--- src/rtl/seq_ctrl_pkg.sv ---
// Shared definitions for the multi-channel set/clear/trigger controller:
// Gray-coded channel states, request bundle and timer sizing.
package seq_ctrl_pkg;

    localparam int STATE_W = 2;

    localparam logic [STATE_W-1:0] ST_IDLE  = 2'b00;
    localparam logic [STATE_W-1:0] ST_LATCH = 2'b01;
    localparam logic [STATE_W-1:0] ST_PULSE = 2'b11;
    localparam logic [STATE_W-1:0] ST_HOLD  = 2'b10;

    typedef struct packed {
        logic set;
        logic clr;
        logic trig;
    } req_t;

    // Timer must hold PULSE_LEN-1; keep at least one bit so PULSE_LEN=1 still elaborates.
    function automatic int timer_w(input int len);
        return (len > 1) ? $clog2(len) : 1;
    endfunction

    function automatic logic only_set(input req_t r);
        return r.set & ~r.clr & ~r.trig;
    endfunction

    function automatic logic only_clr(input req_t r);
        return r.clr & ~r.set & ~r.trig;
    endfunction

    function automatic logic only_trig(input req_t r);
        return r.trig & ~r.set & ~r.clr;
    endfunction

endpackage

--- src/rtl/seq_ctrl_chan.sv ---
// One controller channel: Moore FSM (IDLE/LATCH/PULSE/HOLD), pulse timer
// and a saturating count of IDLE->PULSE transitions.
module seq_chan
    import seq_ctrl_pkg::*;
#(
    parameter int PULSE_LEN = 1,
    parameter int CNT_W     = 8
) (
    input  logic             clk,
    input  logic             rst,
    input  logic             set,
    input  logic             clr,
    input  logic             trig,
    input  logic             cnt_clr,
    output logic             f,
    output logic [1:0]       state,
    output logic [CNT_W-1:0] cnt
);

    localparam int TW = timer_w(PULSE_LEN);
    localparam logic [TW-1:0] TIMER_LOAD = TW'(PULSE_LEN - 1);

    logic [STATE_W-1:0] state_q, state_d;
    logic [TW-1:0]      timer_q, timer_d;
    logic [CNT_W-1:0]   cnt_q, cnt_d;
    logic               fire;
    req_t               req;

    assign req = '{set: set, clr: clr, trig: trig};

    always_comb begin
        state_d = state_q;
        timer_d = timer_q;
        fire    = 1'b0;
        case (state_q)
            ST_IDLE: begin
                if (only_set(req)) begin
                    state_d = ST_LATCH;
                end else if (only_trig(req)) begin
                    state_d = ST_PULSE;
                    timer_d = TIMER_LOAD;
                    fire    = 1'b1;
                end
            end
            ST_LATCH: begin
                if (only_clr(req)) begin
                    state_d = ST_IDLE;
                end
            end
            ST_PULSE: begin
                if (timer_q == '0) begin
                    state_d = ST_HOLD;
                end else begin
                    timer_d = timer_q - 1'b1;
                end
            end
            ST_HOLD: begin
                // A trigger still held from the last pulse keeps the channel parked here.
                if (!only_trig(req)) begin
                    state_d = ST_IDLE;
                end
            end
            default: begin
                state_d = ST_IDLE;
                timer_d = '0;
            end
        endcase
    end

    always_comb begin
        cnt_d = cnt_q;
        if (cnt_clr) begin
            cnt_d = '0;
        end else if (fire && !(&cnt_q)) begin
            cnt_d = cnt_q + 1'b1;
        end
    end

    always_ff @(posedge clk or negedge rst) begin
        if (!rst) begin
            state_q <= ST_IDLE;
            timer_q <= '0;
            cnt_q   <= '0;
        end else begin
            state_q <= state_d;
            timer_q <= timer_d;
            cnt_q   <= cnt_d;
        end
    end

    assign f     = (state_q == ST_LATCH) || (state_q == ST_PULSE);
    assign state = state_q;
    assign cnt   = cnt_q;

endmodule

--- src/rtl/seq_ctrl.sv ---
// Multi-channel set/clear/trigger controller: CH independent seq_chan
// instances with their outputs packed onto flat buses.
module seq_ctrl
    import seq_ctrl_pkg::*;
#(
    parameter int CH        = 4,
    parameter int PULSE_LEN = 1,
    parameter int CNT_W     = 8
) (
    input  logic                clk,
    input  logic                rst,
    input  logic [CH-1:0]       set,
    input  logic [CH-1:0]       clr,
    input  logic [CH-1:0]       trig,
    input  logic                cnt_clr,
    output logic [CH-1:0]       f,
    output logic [2*CH-1:0]     state,
    output logic [CH*CNT_W-1:0] pulse_cnt
);

    for (genvar i = 0; i < CH; i++) begin : g_chan
        seq_chan #(
            .PULSE_LEN (PULSE_LEN),
            .CNT_W     (CNT_W)
        ) u_chan (
            .clk     (clk),
            .rst     (rst),
            .set     (set[i]),
            .clr     (clr[i]),
            .trig    (trig[i]),
            .cnt_clr (cnt_clr),
            .f       (f[i]),
            .state   (state[STATE_W*i +: STATE_W]),
            .cnt     (pulse_cnt[CNT_W*i +: CNT_W])
        );
    end

endmodule

--- config.mk ---
export PLATFORM = sky130hd
export DESIGN_NAME = seq_ctrl
export DESIGN_NICKNAME = d
export VERILOG_FILES = /design/src/rtl/seq_ctrl_pkg.sv /design/src/rtl/seq_ctrl_chan.sv /design/src/rtl/seq_ctrl.sv
export SDC_FILE = /design/constraint.sdc
export NUM_CORES = 1
export LEC_CHECK = 0
export BUFFER_PORTS_ARGS = -buffer_cell sky130_fd_sc_hd__buf_2
export CAP_MARGIN = 0
export CORE_ASPECT_RATIO = 1.25
export CORE_UTILIZATION = 45
export CTS_CLUSTER_SIZE = 10
export DETAILED_ROUTE_END_ITERATION = 8
export PLACE_DENSITY_LB_ADDON = 0.12
export SYNTH_ARGS = -nofsm -noshare
export SYNTH_HDL_FRONTEND = slang
export SYNTH_SLANG_ARGS = --single-unit
export TNS_END_PERCENT = 20
--- constraint.sdc ---
create_clock -name clk -period 3.58 [get_ports clk]
set_clock_uncertainty 0.2 [all_clocks]
set_input_delay 0.537 -clock clk [delete_from_list [all_inputs] [get_ports clk]]
set_output_delay 0.537 -clock clk [all_outputs]
set_load 0.02 [all_outputs]
== Word-level counts from Yosys, hierarchy flattened ==
Cells that the tools add are included.

* Output and inout port bits: 44
* Bits of input ports: 15
* Word-level logic and storage cells: 188
* Bits in registers: 44

* Reductions and logical operators: 36
* Bitwise gates (word level): 36
* Multiplexer cells: 60
* $add $sub $neg: 8
* Equal/unequal tests: 36

{| class="wikitable"
|+ Operators with widths
! operator !! count
|-
| 8-bit two-way mux || 8
|-
| 2-bit two-way mux || 20
|-
| 8-bit by 1-bit adder with 8-bit output (second input constant) || 4
|-
| 2-bit case mux with 4 select lines || 4
|-
| 8-bit AND reduction || 4
|-
| 1-bit AND || 24
|-
| 1-bit two-way mux || 24
|-
| 2-bit != test (second input constant) || 12
|-
| 2-bit equality test (second input constant) || 8
|-
| 2-bit by 1-bit != test with 1-bit output (second input constant) || 8
|-
| 4-bit AND reduction || 4
|-
| 2-bit nonzero test || 8
|-
| 3-bit by 1-bit != test with 1-bit output (second input constant) || 4
|-
| 1-bit NOT || 12
|-
| 3-bit AND reduction || 4
|-
| 2-bit by 1-bit equality test with 1-bit output (second input constant) || 4
|-
| 2-bit logical NOT || 4
|-
| 1-bit case mux with 2 select lines || 4
|-
| 1-bit logical AND || 4
|-
| 1-bit logical NOT || 4
|-
| 1-bit logical OR || 4
|-
| 1-bit subtractor (second input constant) || 4
|}

== Logic depth before layout (Yosys ltp) ==
* Depth after elaboration: 9
* Depth in mapped cells: 6
* Gate-level depth less buffers: 5

== By module ==
From an unflattened synthesis, not the netlist that was laid out.

* Cell total of the unflattened synthesis: 212
* Area, all modules: 2,082.0 sq um

{| class="wikitable"
|+ Modules (own cells, without submodules)
! module !! seq. area each (sq um) !! area each (sq um) !! cells an instance !! times used
|-
| seq_chan || 250.2 || 520.5 || 53 || 4
|}

== Least setup slack after synthesis ==
OpenSTA, ideal clock, no wires.

* Path kind: reg-to-reg
* Start point: register g_chan[1].u_chan.cnt_q[0]
* End point: register g_chan[1].u_chan.cnt_q[4]
* Data arrival time: 1.584 ns
* Clock period less this slack: 1.862 ns
* Required time: 3.302 ns
* Path slack: 1.718 ns
* Stages on the path, launching flop included: 7
* Cells stage by stage: dfrtp_1 ha_1 nand3_1 o211ai_1 buf_2 or3_1 a21oi_1

* Word-level cells in the longest chain between the ends: 4

{| class="wikitable"
|+ Ends and longest elaborated chain
! what !! line !! source
|-
| from (decl) || seq_ctrl_chan.sv:25 || <nowiki>logic [CNT_W-1:0] cnt_q, cnt_d;</nowiki>
|-
| from (signal assigned) || seq_ctrl_chan.sv:87 || <nowiki>cnt_q <= cnt_d;</nowiki>
|-
| branches (longest 4 deep; another with 8-bit by 1-bit adder with 8-bit output) || n/a ||
|}

Parallel ways; which one is timed is not known. The select of a mux whose other input is x is not followed.
A chain may end at the register's enable or synchronous reset.

== Worst setup path after layout ==
* Start point: register g_chan[1].u_chan.cnt_q[0]
* End point: register g_chan[1].u_chan.cnt_q[7]

The elaborated chain is that of the path after synthesis.

==> impl_metrics.toml <==
[placement]
gp_congestion = 0.7456
io_buffers = 58
dp_hpwl_mm = 3.012

[job]
maxCapViolations = 0

[critical_path]
cp-end-kind = "flip-flop"
cp-start-kind = "flip-flop"
r2r_setup_slack_ps = 1430
critical_path_class = "flip-flop to flip-flop"
path_cells = "ha_1 -> nand3_1 -> o211ai_1 -> or4_1 -> a21oi_1"
cp_slowest_stage_delay_ps = 600
crit_path_max_fanout = 14
slowest_stage = "or4_1"
cp.arrival_ps = 2160
worst_ep_required_time_ps = 3590

[finish]
final-seq-area_sq_mm = 0.001001
num_antenna_cells = 0
final_layout_size_suffix_gt1_frac = 0.2900
multiInputGateArea_sq_mm = 0.001065
fin_nets = 287
fillers = 423
finish.utilization = 0.5678
area_growth_pct = 18.48

[floorplanning]
core_area_sq_mm = 0.004493
io_pins = 59
row_count = 27
die_h_um = 79.34
die_w_um = 63.87
start_util = 0.4793
dieArea_sq_mm = 0.005067

[sta]
rsz0062_at_grt = "false"
setup_viol = 0
period_minus_slack_ps = 2147
fmax_ghz = 0.4657
setup_tns_ps = 0
tightest_slew_ps = 905.7
fin_crit_sh = 0.5998
max_slew_margin = 0.3936
hold_viol_final = 0
final_max_slew_viol_count = 0

[logic_synthesis]
synth_area_per_cell_sq_um = 9.969
synth_compound_area_frac = 0.1557
postSynthCellCount = 216
synth_seq_cells = 40
yosys.area_share.simple = 0.2295
ys_seq_area_frac = 0.4648
yosys_warnings = 0
muxShareOfSynthArea = 0.05346
synthesis.area_sq_mm = 0.002153
synth_xor_area_frac = 0.03254
synth_top_family_by_area = "simple AND/OR/NAND/NOR gates"
syn_nets = 235
synthAdderAreaFrac = 0.02324
yosysUniqueCellTypes = 33

[grt]
grt_pass1_vias = 1625
grt_pass1_wl_mm = 7.396
antenna_found_initial = 0
grt_usage = 0.1858
grt_max_degree = 41
gr-total-overflow = 0

[power]
p_leak_nw = 1.246
pwr-share-seq = 0.490
ir_worst_vdd_uv = 189.8
p_clk_frac = 0.352
p_sw_mw = 0.2850
internal_power_mw = 0.7367
power.density_mw_per_mm2 = 400.5
switching_share = 0.2789
pwr-share-comb = 0.159

[clock_network]
clk_path_buf_depth = 2
cts_tree = "done"
h-tree-depth = 2
postCtsResizedCells = 0
cts-root-buf = "clkbuf_8"
numCtsBuffers = 5
cts_setup_buffers = 0
worstSkewPairLatency_ps = 290
hold_buffers = 0
clock-sinks = 40
clk_pin_slew_worst_paths_ps = 70

[worst_hold_path]
hold_path_class = "primary input to async pin"

[detailed_routing]
via_count = 1817
ant_nets = 0
firstDrtPassIters = 4
drc = 0
drt_iter0_drc = 63
via_per_inst = 5.557
wl_mm = 4.251
wire_per_inst_um = 13.00

[run_status]
status = "complete, no violations"
-- power by group through the flow --
stage	sequential, mW	clock [mW]	combinational (mW)
3_3_place_gp	0.509	0	0.165
6_report	0.500	0.359	0.162
5_1_grt	0.505	0.394	0.179
3_5_place_dp	0.509	0	0.165
2_1_floorplan	0.532	0	0.100
4_1_cts	0.501	0.376	0.165
-- flip-flops by register name (all words and copies together) (netlist names) --
| name | count |
|---|---|
| g_chan.u_chan.state | 8 |
| g_chan.u_chan.cnt | 32 |
-- layout make-up --
cell class              count  area share
clock buffers               6     0.02845
clock inverters             2     0.01373
inverters                   4    0.005885
multi-input cells         159      0.4174
flip-flops and latches     40      0.3923
well taps                  58     0.02845
repair buffers             58      0.1138
-- cell usage after synthesis, drive strengths merged --
| cell type | instances | area share |
|---|---|---|
| clkbuf | 7 | 0.012 |
| o211ai | 4 | 0.029 |
| mux2 | 4 | 0.021 |
| nand3 | 15 | 0.035 |
| nand2b | 3 | 0.0087 |
| nor3b | 4 | 0.029 |
| ha | 4 | 0.023 |
| nor2 | 22 | 0.041 |
| or3 | 10 | 0.029 |
| mux2i | 7 | 0.033 |
| a211oi | 4 | 0.014 |
| xor2 | 8 | 0.033 |
| and4 | 2 | 0.0081 |
| o21ai | 13 | 0.030 |
| nor3 | 2 | 0.0046 |
| dfrtp | 40 | 0.46 |
| and3 | 2 | 0.0058 |
| nand4 | 7 | 0.020 |
| a21oi | 20 | 0.046 |
| inv | 4 | 0.0070 |
| and2 | 1 | 0.0029 |
| o31ai | 8 | 0.028 |
| o2111ai | 2 | 0.0081 |
| buf | 6 | 0.021 |
| nand2 | 8 | 0.014 |
| or4 | 9 | 0.031 |
-- stage by stage --
| stage | area (sq um) | total power [mW] | setup WS (ps) | hold WS, ps | instances |
|---|---|---|---|---|---|
| final | 2551 | 1.022 | 1433 | 162.8 | 327 |
| after CTS | 2551 | 1.042 | 1412 | 196.7 | 327 |
| after detailed placement | 2444 | 0.6745 | 1315 | 279.2 | 319 |
| after global placement | 2444 | 0.6742 | 1354 | 267.5 | 319 |
| after floorplan | 2153 | 0.6321 | 1718 | 41.41 | 216 |
| after global routing | 2551 | 1.077 | 1255 | 239.7 | 327 |
-- cell families (layout without fill, tap and decap cells) --
family / after synthesis / after routing
AOI/OAI and AO/OA: 51 / 51
and+or+nand+nor: 85 / 85
adders and majority gates: 4 / 4
DFF: 40 / 40
xor gates and xnor gates: 8 / 8
buffers and inverters: 17 / 70
muxes: 11 / 11
-- layer usage --
layer | vias to the layer above | routed length, um | track usage
met5 | - | 0 | 0
met4 | 0 | 62 | 0.06591
met3 | 7 | 151 | 0.04310
met2 | 30 | 2072 | 0.3064
met1 | 877 | 1964 | 0.2364
li1 | 903 | - | -
-- path summary, 6_finish.rpt --
kind / startpoint / endpoint / cells after the start
worst max-delay path: g_chan[1].u_chan.cnt[0] / g_chan[1].u_chan.cnt[7] / 5
worst min-delay path: rst / g_chan[0].u_chan.state[1] / 1
worst max register to register: g_chan[1].u_chan.cnt[0] / g_chan[1].u_chan.cnt[7] / 5
worst min register to register: g_chan[1].u_chan.state[1] / g_chan[1].u_chan.state[0] / 1
max in group asynchronous: rst / g_chan[1].u_chan.cnt[7] / 1
min in group clk: clr[3] / g_chan[3].u_chan.state[0] / 2
-- critical path: cells and delay by family (launching register included) --
kind                     cells  cell delay, ps
AO/OA/AOI/OAI                2             480
adder cells (fa/ha/maj)      1             270
flip-flops                   1             420
AND/OR/NAND/NOR              2             700
-- cells in the final DEF (no fill, tap or decap), drive strengths merged --
cell type,netlist,layout
buf,6,58
dfrtp,40,40
nor2,22,22
a21oi,20,20
nand3,15,15
o21ai,13,13
or3,10,10
or4,9,9
nand2,8,8
o31ai,8,8
xor2,8,8
nand4,7,7
mux2i,7,7
clkbuf,7,6
mux2,4,4
inv,4,4
a211oi,4,4
ha,4,4
nor3b,4,4
o211ai,4,4
nand2b,3,3
and3,2,2
and4,2,2
o2111ai,2,2
nor3,2,2
and2,1,1
clkinv,0,1
bufinv,0,1
No activity file was read; power rests on OpenSTA's default activity.
